--- src/rtl/program_loader_if.sv ---
// Host-side bus of the program loader: the byte stream from the host, the
// instruction-memory write port towards the target, and the target's
// test-result report.
//
// Handshake: a byte moves from host to loader on a rising clk edge where
// rx_valid and rx_ready are both high. The host holds rx_data stable while
// rx_valid is high and rx_ready is low; rx_ready never depends on rx_valid
// within a cycle, and rx_valid may drop between bytes for any number of cycles.
interface program_loader_if #(
  parameter int ADDR_W = 10
);
  logic [7:0]        rx_data;
  logic              rx_valid;
  logic              rx_ready;
  logic [31:0]       inst;
  logic [ADDR_W-1:0] inst_mem_offset;
  logic              programming_data_valid;
  logic              programming_done;
  logic              result_valid;
  logic              result_passed;

  // Host / target harness side.
  modport master (
    output rx_data, rx_valid, result_valid, result_passed,
    input  rx_ready, inst, inst_mem_offset, programming_data_valid, programming_done
  );

  // Loader side.
  modport slave (
    input  rx_data, rx_valid, result_valid, result_passed,
    output rx_ready, inst, inst_mem_offset, programming_data_valid, programming_done
  );
endinterface

--- src/rtl/program_loader.sv ---
// Program loader: receives a framed program over a byte stream (16-bit LE word
// count, then little-endian 32-bit words), resets the target, writes each word
// into instruction memory with a one-cycle strobe, then watches the target for
// a pass/fail report or a timeout. Status flags stay sticky until the next
// frame header byte is accepted.
module program_loader #(
  parameter int ADDR_W         = 10,
  parameter int TIMEOUT_CYCLES = 100000
) (
  input  logic               clk,
  input  logic               reset,
  program_loader_if.slave    bus,
  output logic               tgt_reset,
  output logic               busy,
  output logic               finished,
  output logic               passed,
  output logic               timed_out,
  output logic               hdr_error,
  output logic [2:0]         dbg_state
);

  localparam int                CNT_W     = (TIMEOUT_CYCLES > 1) ? $clog2(TIMEOUT_CYCLES) : 1;
  localparam logic [CNT_W-1:0]  RUN_LAST  = CNT_W'(TIMEOUT_CYCLES - 1);
  localparam logic [CNT_W-1:0]  RUN_ONE   = CNT_W'(1);
  localparam logic [ADDR_W:0]   IDX_ONE   = (ADDR_W + 1)'(1);
  localparam logic [16:0]       MAX_WORDS = 17'(2 ** ADDR_W);

  typedef enum logic [2:0] {
    IDLE  = 3'd0,
    HDR1  = 3'd1,
    TRST  = 3'd2,
    LOAD  = 3'd3,
    WRITE = 3'd4,
    DONE  = 3'd5,
    RUN   = 3'd6
  } state_t;

  state_t            state;
  state_t            state_next;

  logic [15:0]       count_q;   // word count N from the header
  logic [ADDR_W:0]   idx_q;     // next word index; one bit wider so N = 2^ADDR_W fits
  logic [1:0]        byte_q;    // byte lane in LOAD, cycle counter in TRST
  logic [23:0]       lanes_q;   // lanes 0..2 of the word being assembled
  logic [31:0]       inst_q;
  logic [ADDR_W-1:0] offset_q;
  logic [CNT_W-1:0]  run_q;
  logic              hold_q;    // target held in reset until the first valid header

  logic              accept;
  logic [15:0]       hdr_n;
  logic              hdr_bad;
  logic              last_word;
  logic              run_end;

  assign accept    = bus.rx_valid & bus.rx_ready;
  assign hdr_n     = {bus.rx_data, count_q[7:0]};
  assign hdr_bad   = (hdr_n == 16'd0) || ({1'b0, hdr_n} > MAX_WORDS);
  assign last_word = ((17'(idx_q) + 17'd1) == {1'b0, count_q});
  assign run_end   = (run_q == RUN_LAST);

  assign bus.rx_ready               = (state == IDLE) || (state == HDR1) || (state == LOAD);
  assign bus.inst                   = inst_q;
  assign bus.inst_mem_offset        = offset_q;
  assign bus.programming_data_valid = (state == WRITE);
  assign bus.programming_done       = (state == DONE);
  assign tgt_reset                  = hold_q || (state == TRST);
  assign busy                       = (state != IDLE);
  assign dbg_state                  = state;

  // State register.
  always_ff @(posedge clk or posedge reset) begin
    if (reset) state <= IDLE;
    else       state <= state_next;
  end

  // Next-state logic; a result on the timeout cycle still counts as a result.
  always_comb begin
    state_next = state;
    case (state)
      IDLE:    if (accept) state_next = HDR1;
      HDR1:    if (accept) state_next = hdr_bad ? IDLE : TRST;
      TRST:    if (byte_q == 2'd1) state_next = LOAD;
      LOAD:    if (accept && (byte_q == 2'd3)) state_next = WRITE;
      WRITE:   state_next = last_word ? DONE : LOAD;
      DONE:    state_next = RUN;
      RUN:     if (bus.result_valid || run_end) state_next = IDLE;
      default: state_next = IDLE;
    endcase
  end

  // Datapath: header capture, word assembly, indices, run counter and status flags.
  always_ff @(posedge clk or posedge reset) begin
    if (reset) begin
      count_q   <= '0;
      idx_q     <= '0;
      byte_q    <= '0;
      lanes_q   <= '0;
      inst_q    <= '0;
      offset_q  <= '0;
      run_q     <= '0;
      hold_q    <= 1'b1;
      finished  <= 1'b0;
      passed    <= 1'b0;
      timed_out <= 1'b0;
      hdr_error <= 1'b0;
    end else begin
      case (state)
        IDLE: begin
          if (accept) begin
            count_q[7:0] <= bus.rx_data;
            finished     <= 1'b0;
            passed       <= 1'b0;
            timed_out    <= 1'b0;
            hdr_error    <= 1'b0;
          end
        end
        HDR1: begin
          if (accept) begin
            count_q[15:8] <= bus.rx_data;
            byte_q        <= 2'd0;
            if (hdr_bad) hdr_error <= 1'b1;
            else         hold_q    <= 1'b0;
          end
        end
        TRST: begin
          idx_q  <= '0;
          byte_q <= (byte_q == 2'd1) ? 2'd0 : (byte_q + 2'd1);
        end
        LOAD: begin
          if (accept) begin
            case (byte_q)
              2'd0:    lanes_q[7:0]   <= bus.rx_data;
              2'd1:    lanes_q[15:8]  <= bus.rx_data;
              2'd2:    lanes_q[23:16] <= bus.rx_data;
              default: begin
                inst_q   <= {bus.rx_data, lanes_q};
                offset_q <= idx_q[ADDR_W-1:0];
              end
            endcase
            byte_q <= byte_q + 2'd1;
          end
        end
        WRITE: idx_q <= idx_q + IDX_ONE;
        DONE:  run_q <= '0;
        RUN: begin
          run_q <= run_q + RUN_ONE;
          if (bus.result_valid) begin
            finished <= 1'b1;
            passed   <= bus.result_passed;
          end else if (run_end) begin
            finished  <= 1'b1;
            timed_out <= 1'b1;
            passed    <= 1'b0;
          end
        end
        default: ;
      endcase
    end
  end

endmodule
--- src/flat_wrapper.sv ---
// flat-port wrapper written by rule: the top's interface ports become plain ports
module program_loader_flat 
#(
  parameter int ADDR_W         = 10,
  parameter int TIMEOUT_CYCLES = 100000
)
  (clk, reset, tgt_reset, busy, finished, passed, timed_out, hdr_error, dbg_state, bus_rx_data, bus_rx_valid, bus_result_valid, bus_result_passed, bus_rx_ready, bus_inst, bus_inst_mem_offset, bus_programming_data_valid, bus_programming_done);
  program_loader_if #(.ADDR_W(ADDR_W)) bus_i ();
  input  logic clk;
  input  logic reset;
  output logic tgt_reset;
  output logic busy;
  output logic finished;
  output logic passed;
  output logic timed_out;
  output logic hdr_error;
  output logic [2:0] dbg_state;
  input wire logic [$bits(bus_i.rx_data)-1:0] bus_rx_data;
  input wire logic [$bits(bus_i.rx_valid)-1:0] bus_rx_valid;
  input wire logic [$bits(bus_i.result_valid)-1:0] bus_result_valid;
  input wire logic [$bits(bus_i.result_passed)-1:0] bus_result_passed;
  output wire logic [$bits(bus_i.rx_ready)-1:0] bus_rx_ready;
  output wire logic [$bits(bus_i.inst)-1:0] bus_inst;
  output wire logic [$bits(bus_i.inst_mem_offset)-1:0] bus_inst_mem_offset;
  output wire logic [$bits(bus_i.programming_data_valid)-1:0] bus_programming_data_valid;
  output wire logic [$bits(bus_i.programming_done)-1:0] bus_programming_done;
  assign bus_i.rx_data = bus_rx_data;
  assign bus_i.rx_valid = bus_rx_valid;
  assign bus_i.result_valid = bus_result_valid;
  assign bus_i.result_passed = bus_result_passed;
  assign bus_rx_ready = bus_i.rx_ready;
  assign bus_inst = bus_i.inst;
  assign bus_inst_mem_offset = bus_i.inst_mem_offset;
  assign bus_programming_data_valid = bus_i.programming_data_valid;
  assign bus_programming_done = bus_i.programming_done;
  program_loader #(.ADDR_W(ADDR_W), .TIMEOUT_CYCLES(TIMEOUT_CYCLES)) u_core (.clk(clk), .reset(reset), .bus(bus_i), .tgt_reset(tgt_reset), .busy(busy), .finished(finished), .passed(passed), .timed_out(timed_out), .hdr_error(hdr_error), .dbg_state(dbg_state));
endmodule
--- config.mk ---
export PLATFORM = sky130hd
export DESIGN_NAME = program_loader_flat
export DESIGN_NICKNAME = d
export VERILOG_FILES = /design/src/rtl/program_loader_if.sv /design/src/rtl/program_loader.sv /design/src/flat_wrapper.sv
export SDC_FILE = /design/constraint.sdc
export NUM_CORES = 1
export LEC_CHECK = 0
export BUFFER_PORTS_ARGS = -buffer_cell sky130_fd_sc_hd__buf_2
export CORE_ASPECT_RATIO = 0.6
export CORE_MARGIN = 2
export CORE_UTILIZATION = 50
export DETAILED_ROUTE_END_ITERATION = 8
export PLACE_DENSITY_LB_ADDON = 0.1
export SETUP_SLACK_MARGIN = 0.3
export SLEW_MARGIN = 20
export SYNTH_ARGS = -nofsm -noshare
export SYNTH_HDL_FRONTEND = slang
export SYNTH_SLANG_ARGS = --single-unit
--- constraint.sdc ---
create_clock -name clk -period 4.8 [get_ports clk]
set_input_delay 0.48 -clock clk [delete_from_list [all_inputs] [get_ports clk]]
set_output_delay 0.48 -clock clk [all_outputs]
set_load 0.05 [all_outputs]
==> results of run 1 <==
-- cells by family after synthesis --
logic type      count (synthesis)  synth area share [%]
simple gates                  136                  12.8
flops                         120                  52.5
compound gates                102                  11.2
mux                            92                  17.9
buf+inv                        39                  2.95
xor+xnor                        9                  1.38
fa+ha+maj                       6                  1.31
-- worst max-delay path, delay by kind of cell (launching register included) --
| kind | cells | cell delay, ns |
|---|---|---|
| buffers and inverters | 3 | 1.01 |
| DFF | 1 | 0.65 |
| and+or+nand+nor | 2 | 0.60 |
-- stage by stage --
step           setup slack [ns]  area (µm²)  util, %  hold slack (ns)
2_1_floorplan              1.14        5720        -            0.445
3_3_place_gp               2.01        6120     54.5            0.479
3_5_place_dp               1.89        6120     54.5            0.484
4_1_cts                    1.67        6700     59.7            0.279
5_1_grt                    1.43        6700     59.7            0.323
6_report                   1.63        6700     59.7            0.239
-- power by group through the flow --
stage	logic, mW	registers [mW]	clock network (mW)
finish	1.20	1.50	1.24
global route	1.31	1.54	1.31
CTS	1.20	1.49	1.26
detailed placement	1.19	1.51	0
global placement	1.17	1.50	0
floorplan	0.766	1.64	0
-- registers in the layout, summed over array words and instances, names as in the netlist, 2 cells and up --
signal / cells
u_core.dbg_state: 3
u_core.idx_q: 11
u_core.byte_q: 2
u_core.lanes_q: 24
u_core.bus.inst_mem_offset: 10
u_core.run_q: 17
u_core.count_q: 16
u_core.bus.inst: 32
-- area by class of cell --
class	count	share of cell area, %
clock buffer	17	6.35
multi-input combinational	345	38.1
clock inverter	15	2.30
tap	144	2.69
sequential	120	44.8
timing repair buffer	67	5.04
inverter	12	0.710
-- worst max path at each step --
stage,slack (ns),startpoint,endpoint,cells past startpoint
finish,1.63,u_core.dbg_state[2],bus_programming_done,5
global route,1.43,u_core.dbg_state[2],bus_programming_done,5
CTS,1.67,u_core.dbg_state[2],bus_programming_done,5
detailed placement,1.89,u_core.dbg_state[1],u_core.bus.inst_mem_offset[3],4
global placement,2.01,u_core.dbg_state[1],u_core.bus.inst[2],4
floorplan,1.14,reset,u_core.bus.inst[0],1
-- synth_stat cells, types with 2 or more instances --
library cell and instances:
clkbuf_1 18, xnor2_1 5, nor2b_1 4, nand2_1 34, or4b_4 2, a32oi_1 3
nor2_1 32, ha_1 6, xor2_1 4, nand3_1 13, nand4b_1 2, mux2i_1 11
a31oi_1 11, buf_1 4, nand2b_1 4, mux2_2 81, nor4_1 6, dfrtp_1 119
o211ai_1 3, a21oi_1 16, nor3b_1 2, and3_1 6, nor3_1 11, or3_1 4
inv_1 12, a22oi_1 4, a21o_1 3, buf_4 4, o21ai_0 43, o21ai_1 2
nand4_1 6
-- per-layer routing --
metal | up-vias | track usage (%)
met1 | 2155 | 37.0
met3 | 10 | 5.77
met5 | - | 0
met4 | 0 | 6.73
li1 | 1963 | -
met2 | 163 | 31.8
==> reports/results.txt, run 1 <==
mean post-synth cell area - 11.4 µm²
FF-to-FF Start - u_core.dbg_state[1]
Num CTS Buffers - 17
sequential share of power - 38.0%
register area - 3000 µm²
first-pass GRT wire length - 22100 µm
Post-Synthesis Cells - 504
M1 WL - 6900 µm
Top Layer Used - met4
DRC - 0
r2r setup slk - 1.82 ns
clock latency on the worst-skew pair - 0.42 ns
final antenna-violating net count - 0
routed wl met2 - 5710 µm
status - finished, final reports clean
commonest non-fill, non-tap cells in the layout - dfrtp_1 (119), mux2_2 (81), buf_2 (66), o21ai_0 (43), nand2_1 (33)
CTS tree - built
Final setup viols - 0
PortBufs - 66
cell taking the most area after synthesis - dfrtp_1
fraction of the cycle the final worst path needs - 66.1%
drt pass-1 iters - 5
min cycle time layout - 3.17 ns
Cell variety after synth - 60
Filler Cells Inserted - 910
dpl hpwl - 9290 µm
type of origin of the critical path - register
routed via count - 4291
Tot GR Track Use - 23.5%
Max Buffers Root-to-Sink - 2
DR vias/cell - 5.96
R2R depth - 4
WL final - 13500 µm
final net count - 582
Yosys top cell area share - 52.1%
pin count of the biggest net entering global routing - 70
Worst Path Class, Setup - reg2out
area of the multi-input gates - 2550 µm²
fmax - 315 MHz
global placer's final weighted congestion - 0.909
Max Cap Viol - 0
worst slew pin tran - 1.01 ns
Root Buffer - clkbuf_16
Hold Vio Cnt, Final - 0
CP peak stage delay - 0.65 ns
switching power - 1.48 mW
Setup crit end kind - output pin
Final Max Tran Viols - 0
Tot Pwr - 3.94 mW
CTS sink count - 120
Yosys reg bits - 120
total length of routed met3 wires - 843 µm
register area share after synthesis - 52.5%
Cell Int Power - 2.46 mW
Worst EP required - 4.32 ns
H-tree Lvls - 4
io pins - 67
initial DRC count - 343
initial antenna violation count - 0
pwr dens - 588 nW/µm²
worst min path class - in2async
slew margin rel. - 32.5%
combinational power share - 30.5%
ratio of cells with drive above 1 in the final layout - 33.5%
Rows - 30
fin cells - 720
core area - 11200 µm²
critical-path cell list - inv_1 > nor2_1 > nand2_1 > inv_1 > buf_2
vias in the first global route - 4063
Synth Flop Type - dfrtp_1
Pleak - 3.27 nW
Sw Share - 37.6%
Die Height - 86.9 µm
initial core utilization - 51.0%
CTS Hold Bufs - 0
total grt overflow - 0
Worst Skew - 0.00897 ns
slowest CP cell - dfrtp_1
FF-to-FF End - u_core.bus.inst_mem_offset[3]
crit path DAT - 2.69 ns
synth warn - 0
critical path peak fanout - 25
Peak supply drop - 0.379 mV
Synth Net Count - 523
Synth async-reset ratio - 100%
top post-synthesis cells by area - dfrtp_1 (52%), mux2_2 (16%), o21ai_0 (3.8%)
post_cts resized - 0
Placed Cells incl. Taps - 688
Clock transition at path regs - 0.06 ns
Die W - 142 µm
Layout area overhead - 17.1%
full die area - 12300 µm²
WL/cell - 18.8 µm
Clk pwr share - 31.4%
antenna cell count - 0
Post-Syn Area - 5720 µm²
number of synthesized flops with an enable pin - 0
RSZ-0062 raised after global routing - no
Post-CTS Setup Bufs - 0
commonest non-fill, non-tap cell in the layout - dfrtp_1
setup TNS - 0 ns
Crit path top cell by count - inv_1
No activity file was read; power rests on OpenSTA's default activity.
==> run 2, diff against run 1 <==
clock period = 2.6 ns   (was 4.8 ns; I/O delays follow)
==> reports/results.txt, run 2 (synthesized netlist as in run 1, its figures left out) <==
status - finished, final reports clean
Filler Cells Inserted - 935
Final setup viols - 0
CTS sink count - 120
PortBufs - 66
Tot GR Track Use - 24.6%
Worst Skew - 0.00699 ns
WL final - 14100 µm
worst min path class - in2reg
setup TNS - 0 ns
RSZ-0062 raised after global routing - yes
slew margin rel. - 54.1%
WL/cell - 19.1 µm
io pins - 67
global placer's final weighted congestion - 0.885
max reg flops - 32
final core utilization - 62.1%
type of origin of the critical path - register
routed via count - 4341
met2 GRT Util - 35.0%
fmax - 454 MHz
Layout area overhead - 21.8%
Hold Vio Cnt, Final - 0
Tot Pwr - 7.70 mW
first-pass GRT wire length - 22900 µm
busiest layer in global routing - met1
initial DRC count - 286
core area - 11200 µm²
final net count - 602
Setup crit end kind - output pin
Die W - 142 µm
pwr dens - 1100 nW/µm²
fraction of the cycle the final worst path needs - 84.7%
DRC - 0
CTS tree - built
critical path peak fanout - 17
Post-CTS Setup Bufs - 0
Num CTS Buffers - 17
Root Buffer - clkbuf_16
Final Max Tran Viols - 0
met1 Track Usage GR - 37.5%
min cycle time layout - 2.20 ns
Critical Path Start - u_core.dbg_state[0]
worst slew pin tran - 0.688 ns
Worst EP required - 2.34 ns
final antenna-violating net count - 0
initial antenna violation count - 0
GRT met3 Usage - 5.83%
vias in the first global route - 4184
clock latency on the worst-skew pair - 0.41 ns
commonest non-fill, non-tap cell in the layout - dfrtp_1
ratio of cells with drive above 1 in the final layout - 36.7%
H-tree Lvls - 4
dpl hpwl - 9750 µm
pin count of the biggest net entering global routing - 48
Max Cap Viol - 0
commonest non-fill, non-tap cells in the layout - dfrtp_1 (116), mux2_2 (81), buf_2 (66), o21ai_0 (43), nand2_1 (33)
Rows - 30
total grt overflow - 0
full die area - 12300 µm²
Max Buffers Root-to-Sink - 2
hold_sp - bus_result_passed
drt pass-1 iters - 5
Worst Path Class, Setup - reg2out
antenna cell count - 0
initial core utilization - 51.0%
Clock transition at path regs - 0.06 ns
DR vias/cell - 5.87
FF-to-FF Start - u_core.idx_q[0]
crit path DAT - 1.94 ns
Pleak - 3.41 nW
Die Height - 86.9 µm
Peak supply drop - 0.723 mV
[run 2: power breakdown]
part | internal (mW) | switching [mW]
clock | 1.71 | 0.852
combinational | 0.894 | 1.53
sequential | 2.32 | 0.390
[run 2: area by class of cell]
type                    instances  area, µm²  share of cell area, %
flip-flops and latches        120       3010                   43.2
well taps                     144        180                   2.59
repair buffers                 87        503                   7.22
inverters                      12       48.8                  0.701
clock buffers                  22        484                   6.95
clock inverters                10        165                   2.37
multi-input cells             345       2580                   37.0
[run 2: worst paths after layout]
kind	depth (start not counted)	slack, ns	to
worst max-delay path	5	0.40	bus_programming_done
worst min-delay path	2	0.10	u_core.passed
worst max register to register	6	0.43	u_core.dbg_state[1]
worst min register to register	1	0.49	u_core.passed
max in group asynchronous	4	1.32	u_core.idx_q[10]
min in group asynchronous	3	0.50	u_core.lanes_q[2]
[run 2: what timing repair did]
item                                    in CTS  in global routing
endpoints found under the setup margin       0                  8
hold buffers                                 1                  0
endpoints found under the hold margin       26                  0
gates resized for setup                      0                 10
[run 2: per-layer routing]
metal	vias to the layer above	wire [µm]	part of all wire, %
li1	2000	-	-
met1	2195	7180	51
met2	133	5990	42
met3	13	833	5.9
met4	0	120	0.85
met5	-	0	0
[run 2: per-stage QoR]
step / hold WS, ns / std cells / setup slack [ns] / area (µm²)
global route: 0.107 / 740 / 0.269 / 6970
global placement: 0.388 / 707 / 0.364 / 6280
detailed placement: 0.394 / 707 / 0.380 / 6280
CTS: 0.0918 / 740 / 0.307 / 6940
floorplan: 0.377 / 504 / 0.500 / 5720
finish: 0.102 / 740 / 0.398 / 6970
[run 2: critical path: stages, from the launching register on]
cell	delay, ns
dfrtp_1	0.59
buf_4	0.30
nand2_1	0.07
buf_4	0.18
inv_1	0.10
buf_2	0.27
